[config.mk]
export PLATFORM = sky130hd
export DESIGN_NAME = dlsc_pcie_tlpbuffer
export DESIGN_NICKNAME = d
export VERILOG_FILES = /design/src/rtl/dlsc_pcie_tlpbuffer.sv
export SDC_FILE = /design/constraint.sdc
export NUM_CORES = 1
export LEC_CHECK = 0
export BUFFER_PORTS_ARGS = -buffer_cell sky130_fd_sc_hd__buf_2
export CORE_ASPECT_RATIO = 0.75
export CORE_MARGIN = 2
export CORE_UTILIZATION = 45
export CTS_BUF_LIST = sky130_fd_sc_hd__clkbuf_2
export CTS_CLUSTER_DIAMETER = 60
export DETAILED_ROUTE_END_ITERATION = 6
export PLACE_DENSITY_LB_ADDON = 0.15
export SLEW_MARGIN = 10
export SYNTH_ARGS = -nofsm -noshare
export SYNTH_HDL_FRONTEND = slang
export SYNTH_SLANG_ARGS = --single-unit
[constraint.sdc]
create_clock -name clk -period 4.7 [get_ports clk]
set_clock_uncertainty 0.05 [all_clocks]
set_input_delay 0.705 -clock clk [delete_from_list [all_inputs] [get_ports clk]]
set_output_delay 0.705 -clock clk [all_outputs]
set_load 0.01 [all_outputs]
[src/rtl/dlsc_pcie_tlpbuffer.sv]
// dlsc_pcie_tlpbuffer
// Single-clock TLP buffer placed between TLP formatter/parser logic and the
// core's TX/RX streaming interface. Stores data words plus an end-of-packet
// flag and releases them as ready/valid packets.
//   STORE_FWD=0 : cut-through; the first word of a TLP is held until HOLD
//                 words are buffered or the whole TLP is present.
//   STORE_FWD=1 : store-and-forward; a TLP is released only once complete.
//
// Optional build macro: DLSC_PCIE_TLPBUFFER_DISCARD_EN
//   Adds input wr_discard, which drops the partially written TLP (only
//   effective with STORE_FWD=1).
//
// Ports:
//   clk, rst           clock, asynchronous active-high reset
//   wr_ready/valid     write handshake; wr_last marks final TLP word
//   wr_data[DATA]      write word
//   wr_discard         (macro only) drop uncommitted words
//   rd_ready/valid     read handshake; rd_last marks final TLP word
//   rd_data[DATA]      read word (combinational from storage)
//   count[ADDR+1]      words occupied, including uncommitted words
//   pkt_count[ADDR+1]  complete TLPs held
module dlsc_pcie_tlpbuffer #(
    parameter int DATA      = 32,
    parameter int ADDR      = 4,
    parameter int HOLD      = 3,
    parameter int STORE_FWD = 0
) (
    input  logic            clk,
    input  logic            rst,
    output logic            wr_ready,
    input  logic            wr_valid,
    input  logic            wr_last,
    input  logic [DATA-1:0] wr_data,
`ifdef DLSC_PCIE_TLPBUFFER_DISCARD_EN
    input  logic            wr_discard,
`endif
    input  logic            rd_ready,
    output logic            rd_valid,
    output logic            rd_last,
    output logic [DATA-1:0] rd_data,
    output logic [ADDR:0]   count,
    output logic [ADDR:0]   pkt_count
);

    localparam int unsigned DEPTH   = 2**ADDR;
    localparam logic [ADDR:0] DEPTH_C = (ADDR+1)'(DEPTH);
    localparam logic [ADDR:0] HOLD_C  = (ADDR+1)'(HOLD);

    logic [DATA:0]   mem_q [DEPTH];

    logic [ADDR-1:0] wr_ptr_q, wr_ptr_d;
    logic [ADDR-1:0] rd_ptr_q, rd_ptr_d;
    logic [ADDR:0]   count_q, count_d;
    logic [ADDR:0]   pkt_count_q, pkt_count_d;
    logic            rd_first_q, rd_first_d;

    logic            push;
    logic            pop;
    logic            discard;

`ifdef DLSC_PCIE_TLPBUFFER_DISCARD_EN
    logic [ADDR-1:0] commit_ptr_q, commit_ptr_d;
    // Separate uncommitted-word counter: wr_ptr - commit_ptr cannot tell
    // "none" from "a full buffer's worth" once the pointers wrap.
    logic [ADDR:0]   uncommit_q, uncommit_d;

    assign discard = wr_discard && (STORE_FWD != 0);
`else
    assign discard = 1'b0;
`endif

    assign wr_ready  = (count_q != DEPTH_C);
    assign push      = wr_valid && wr_ready && !discard;
    assign pop       = rd_valid && rd_ready;
    assign {rd_last, rd_data} = mem_q[rd_ptr_q];
    assign count     = count_q;
    assign pkt_count = pkt_count_q;

    always_comb begin
        rd_valid = 1'b0;
        if (STORE_FWD != 0) begin
            rd_valid = (pkt_count_q != '0);
        end else begin
            // At a TLP boundary the head word waits for HOLD words or a
            // complete TLP; mid-TLP every buffered word goes straight out.
            rd_valid = (count_q != '0) &&
                       (!rd_first_q || (pkt_count_q != '0) || (count_q >= HOLD_C));
        end
    end

    always_comb begin
        wr_ptr_d    = wr_ptr_q;
        rd_ptr_d    = rd_ptr_q;
        count_d     = count_q;
        pkt_count_d = pkt_count_q;
        rd_first_d  = rd_first_q;
`ifdef DLSC_PCIE_TLPBUFFER_DISCARD_EN
        commit_ptr_d = commit_ptr_q;
        uncommit_d   = uncommit_q;
`endif

        if (push) begin
            wr_ptr_d = wr_ptr_q + 1'b1;
        end
        if (pop) begin
            rd_ptr_d   = rd_ptr_q + 1'b1;
            rd_first_d = rd_last;
        end

        if (push && !pop) begin
            count_d = count_q + 1'b1;
        end else if (pop && !push) begin
            count_d = count_q - 1'b1;
        end

        if ((push && wr_last) && !(pop && rd_last)) begin
            pkt_count_d = pkt_count_q + 1'b1;
        end else if ((pop && rd_last) && !(push && wr_last)) begin
            pkt_count_d = pkt_count_q - 1'b1;
        end

`ifdef DLSC_PCIE_TLPBUFFER_DISCARD_EN
        if (discard) begin
            // push is already suppressed; any pop was applied above.
            wr_ptr_d   = commit_ptr_q;
            count_d    = count_d - uncommit_q;
            uncommit_d = '0;
        end else if (push) begin
            if (wr_last) begin
                commit_ptr_d = wr_ptr_q + 1'b1;
                uncommit_d   = '0;
            end else begin
                uncommit_d = uncommit_q + 1'b1;
            end
        end
`endif
    end

    always_ff @(posedge clk) begin
        if (push) begin
            mem_q[wr_ptr_q] <= {wr_last, wr_data};
        end
    end

    always_ff @(posedge clk or posedge rst) begin
        if (rst) begin
            wr_ptr_q    <= '0;
            rd_ptr_q    <= '0;
            count_q     <= '0;
            pkt_count_q <= '0;
            rd_first_q  <= 1'b1;
`ifdef DLSC_PCIE_TLPBUFFER_DISCARD_EN
            commit_ptr_q <= '0;
            uncommit_q   <= '0;
`endif
        end else begin
            wr_ptr_q    <= wr_ptr_d;
            rd_ptr_q    <= rd_ptr_d;
            count_q     <= count_d;
            pkt_count_q <= pkt_count_d;
            rd_first_q  <= rd_first_d;
`ifdef DLSC_PCIE_TLPBUFFER_DISCARD_EN
            commit_ptr_q <= commit_ptr_d;
            uncommit_q   <= uncommit_d;
`endif
        end
    end

endmodule

==> results.md <==
* Placer Congestion at 0.6998
* Remaining antenna violation count at 0
* Core Box Area at 47140 µm²
* Worst EP required at 3.94 ns
* CTS max path bufs at 3
* Max Cap Violations at 0
* Placed insts at 1577
* Post-Syn Instances at 862
* Minimum clock period at 4.357 ns
* WL final at 45.67 mm
* Ys async rst share at 3.473%
* Post-synth EDFFs at 528
* Global-route wire length before repair at 67.85 mm
* CP Cell Sequence: buf_4 > mux4_2 > mux4_2 > buf_2
* I/O Pins at 82
* H-Tree Depth at 4
* Synth top cells by count: edfxtp_1, mux4_2, mux4_1, dfrtp_1
* Lkg Pwr at 0.008195 µW
* Die width at 255.7 µm
* Synth area leader: edfxtp_1
* Final net count at 1158
* Max incr delay on CP at 0.76 ns
* Vias in the first global route at 10530
* Post-Syn Area at 21380 µm²
* Worst setup EP type: primary output
* Tcrit/Tclk final at 92.71%
* Most numerous cell in the Yosys netlist: edfxtp_1
* HPWL after detailed placement at 24.19 mm
* Setup TNS at 0 ns
* Multiplexer share of the synthesized area at 18.58%
* DRC violations left at 0
* Number of setup buffers added after CTS at 0
* # setup viols final at 0
* Vias/cell at 5.351
* VDD IR max at 0.3088 mV
* Mapped Avg Cell Area at 24.81 µm²
* Sink Count at 547
* Final slew viol count at 0
* Sw Pwr at 4217 µW
* Mapped Nets at 914
* Synth Flop Type: edfxtp_1
* Via count at 9835
* Initial Utilization at 45.36%
* Slowest cell on the critical path: dfrtp_4
* Overall die height at 192.8 µm
* Slew HR at 34.83%
* Netlist cell types at 39
* PortBufs at 81
* Hold Slack at 0.1681 ns
* Crit Path Category: flop to primary output
* Post-route insts no fill at 1838
* Synth Area in Adders at 0.9479%
* CTS tree: done
* Simple-Gate Fraction of Synth Area at 0.9830%
* Routed len/inst at 24.85 µm
* Initial antenna violation count at 3
* Flop-to-flop setup slack at 1.37 ns
* Largest net degree at the start of global routing at 61
* DIE AREA at 49300 µm²
* Sw Share at 31.45%
* Design Area, Final at 24160 µm²
* Register area share after synthesis at 76.38%
* Global route overflow at 0
* Status: finished, final reports clean
* Fillcell total at 3811
* Internal at 9190 µW
* Clock root cell: clkbuf_2
* Clk slew on worst S/H paths at 0.10 ns
* Clock Power Share at 22.6%
* Final-report hold violation count at 0
* CP Max Fanout at 45
* Synth top area cells: edfxtp_1, mux4_2, mux4_1
* Syn-to-layout area delta at 12.98%
* Min-delay worst type: input pin to flop
* Fraction of layout cells with a size suffix above 1 at 37.77%
* WP data arrival at 3.60 ns
* Row Count at 69
* Sequential power share at 46.3%
* Seq cells post-synth at 547
* Comb pwr share at 31.0%
* Detailed-router iteration count before antenna repair at 4
* PwrDens at 554.9 nW/µm²
* FMAX at 229.5 MHz
* Least-Margin Pin Slew at 0.9752 ns
* Top cell type's share of synthesized area at 74.15%
* Main combinational cell family by area after synthesis: multiplexers
* Compound-Gate Fraction of Synth Area at 0.5500%
* CTS Buf Count at 131
* RSZ-0062 raised after global routing: false
* Total track usage at 19.28%
* Startpoint types: flop
* Synth Warn # at 0
* 1st-iter DRT viols at 813
* Placed Area at 22640 µm²
* Clk_lat worst skew at 1.05 ns
* XOR/XNOR Fraction of Synth Area at 0.6144%
* Top cell by count, worst path: mux4_2
## worst paths after layout
| check | start | end | cells past startpoint |
|---|---|---|---|
| worst max-delay path | rd_ptr_q[1] | rd_data[31] | 4 |
| worst min-delay path | wr_valid | wr_ptr_q[0] | 3 |
| worst max register to register | rd_ptr_q[1] | pkt_count[4] | 11 |
| worst min register to register | rd_first_q | rd_first_q | 2 |
| max in group asynchronous | rst | rd_ptr_q[2] | 3 |
| min in group asynchronous | rst | rd_ptr_q[3] | 3 |
## stage by stage
stage	total power [µW]	utilization [%]	setup slack, ns
3_5_place_dp	10560	48.03	1.301
2_1_floorplan	9283	-	0.6575
5_1_grt	14200	51.25	0.04600
3_3_place_gp	10510	48.03	1.337
6_report	13410	51.25	0.3428
4_1_cts	13650	51.22	0.05644
## worst max-delay path, delay by kind of cell, from the launching register on
kind / cells / cell delay [ns]
muxes: 2 / 0.94
buffers and inverters: 2 / 0.80
DFF: 1 / 0.76
## sequential cells by signal, indices dropped and copies added, names as in the netlist
signal	flops
count	5
mem_q	528
pkt_count	5
rd_first_q	1
rd_ptr_q	4
wr_ptr_q	4
## cell usage in the layout (no fill, tap or decap), drive strengths merged, types with 3 or more instances in the layout
cell type,n
a21o,3
buf,119
mux4,165
nor2,14
nand2b,3
clkbuf,191
xor2,6
edfxtp,528
o21ai,7
dfrtp,18
dlygate4sd3,35
a21oi,5
inv,15
nand2,14
clkinv,20
xnor2,9
ha,13
bufinv,3
nor3,5
diode,5
## cells by family (layout without fill, tap and decap cells)
| kind of cell | Yosys count | in the layout |
|---|---|---|
| AO/OA/AOI/OAI | 19 | 19 |
| XOR/XNOR | 15 | 15 |
| adder cells (fa/ha/maj) | 15 | 15 |
| buffers and inverters | 52 | 384 |
| flip-flops | 547 | 547 |
| multiplexers | 168 | 168 |
| other | 0 | 5 |
| AND/OR/NAND/NOR | 46 | 46 |
## final cells by class
cell class,count,area (µm²),area share [%]
antenna,5,12.51,0.05179
clock buffer,191,955.9,3.957
clock inverter,30,197.7,0.8183
inverter,9,33.78,0.1398
multi-input combinational,263,4746,19.64
sequential,547,16340,67.65
tap,639,799.5,3.309
timing repair buffer,154,1070,4.428
## power by group through the flow
stage	registers, µW	clock network (µW)	logic, µW
after floorplan	6160	0	3120
after global placement	6310	0	4200
after detailed placement	6330	0	4230
after CTS	6220	3170	4270
after global routing	6270	3420	4510
final	6210	3040	4160
## per-layer routing
layer | vias up | GRT usage, % | part of all wire [%]
li1 | 4314 | - | -
met2 | 247 | 30.23 | 48
met4 | 0 | 4.993 | 1.0
met1 | 5232 | 27.08 | 46
met5 | - | 0 | 0
met3 | 42 | 5.227 | 4.8
## repair_timing
action,in CTS,in global routing
resized for setup,0,1
endpoints found under the hold margin,547,0
setup endpoints to repair,0,5
hold buffers,35,0
(Power assumes the default switching activity.)
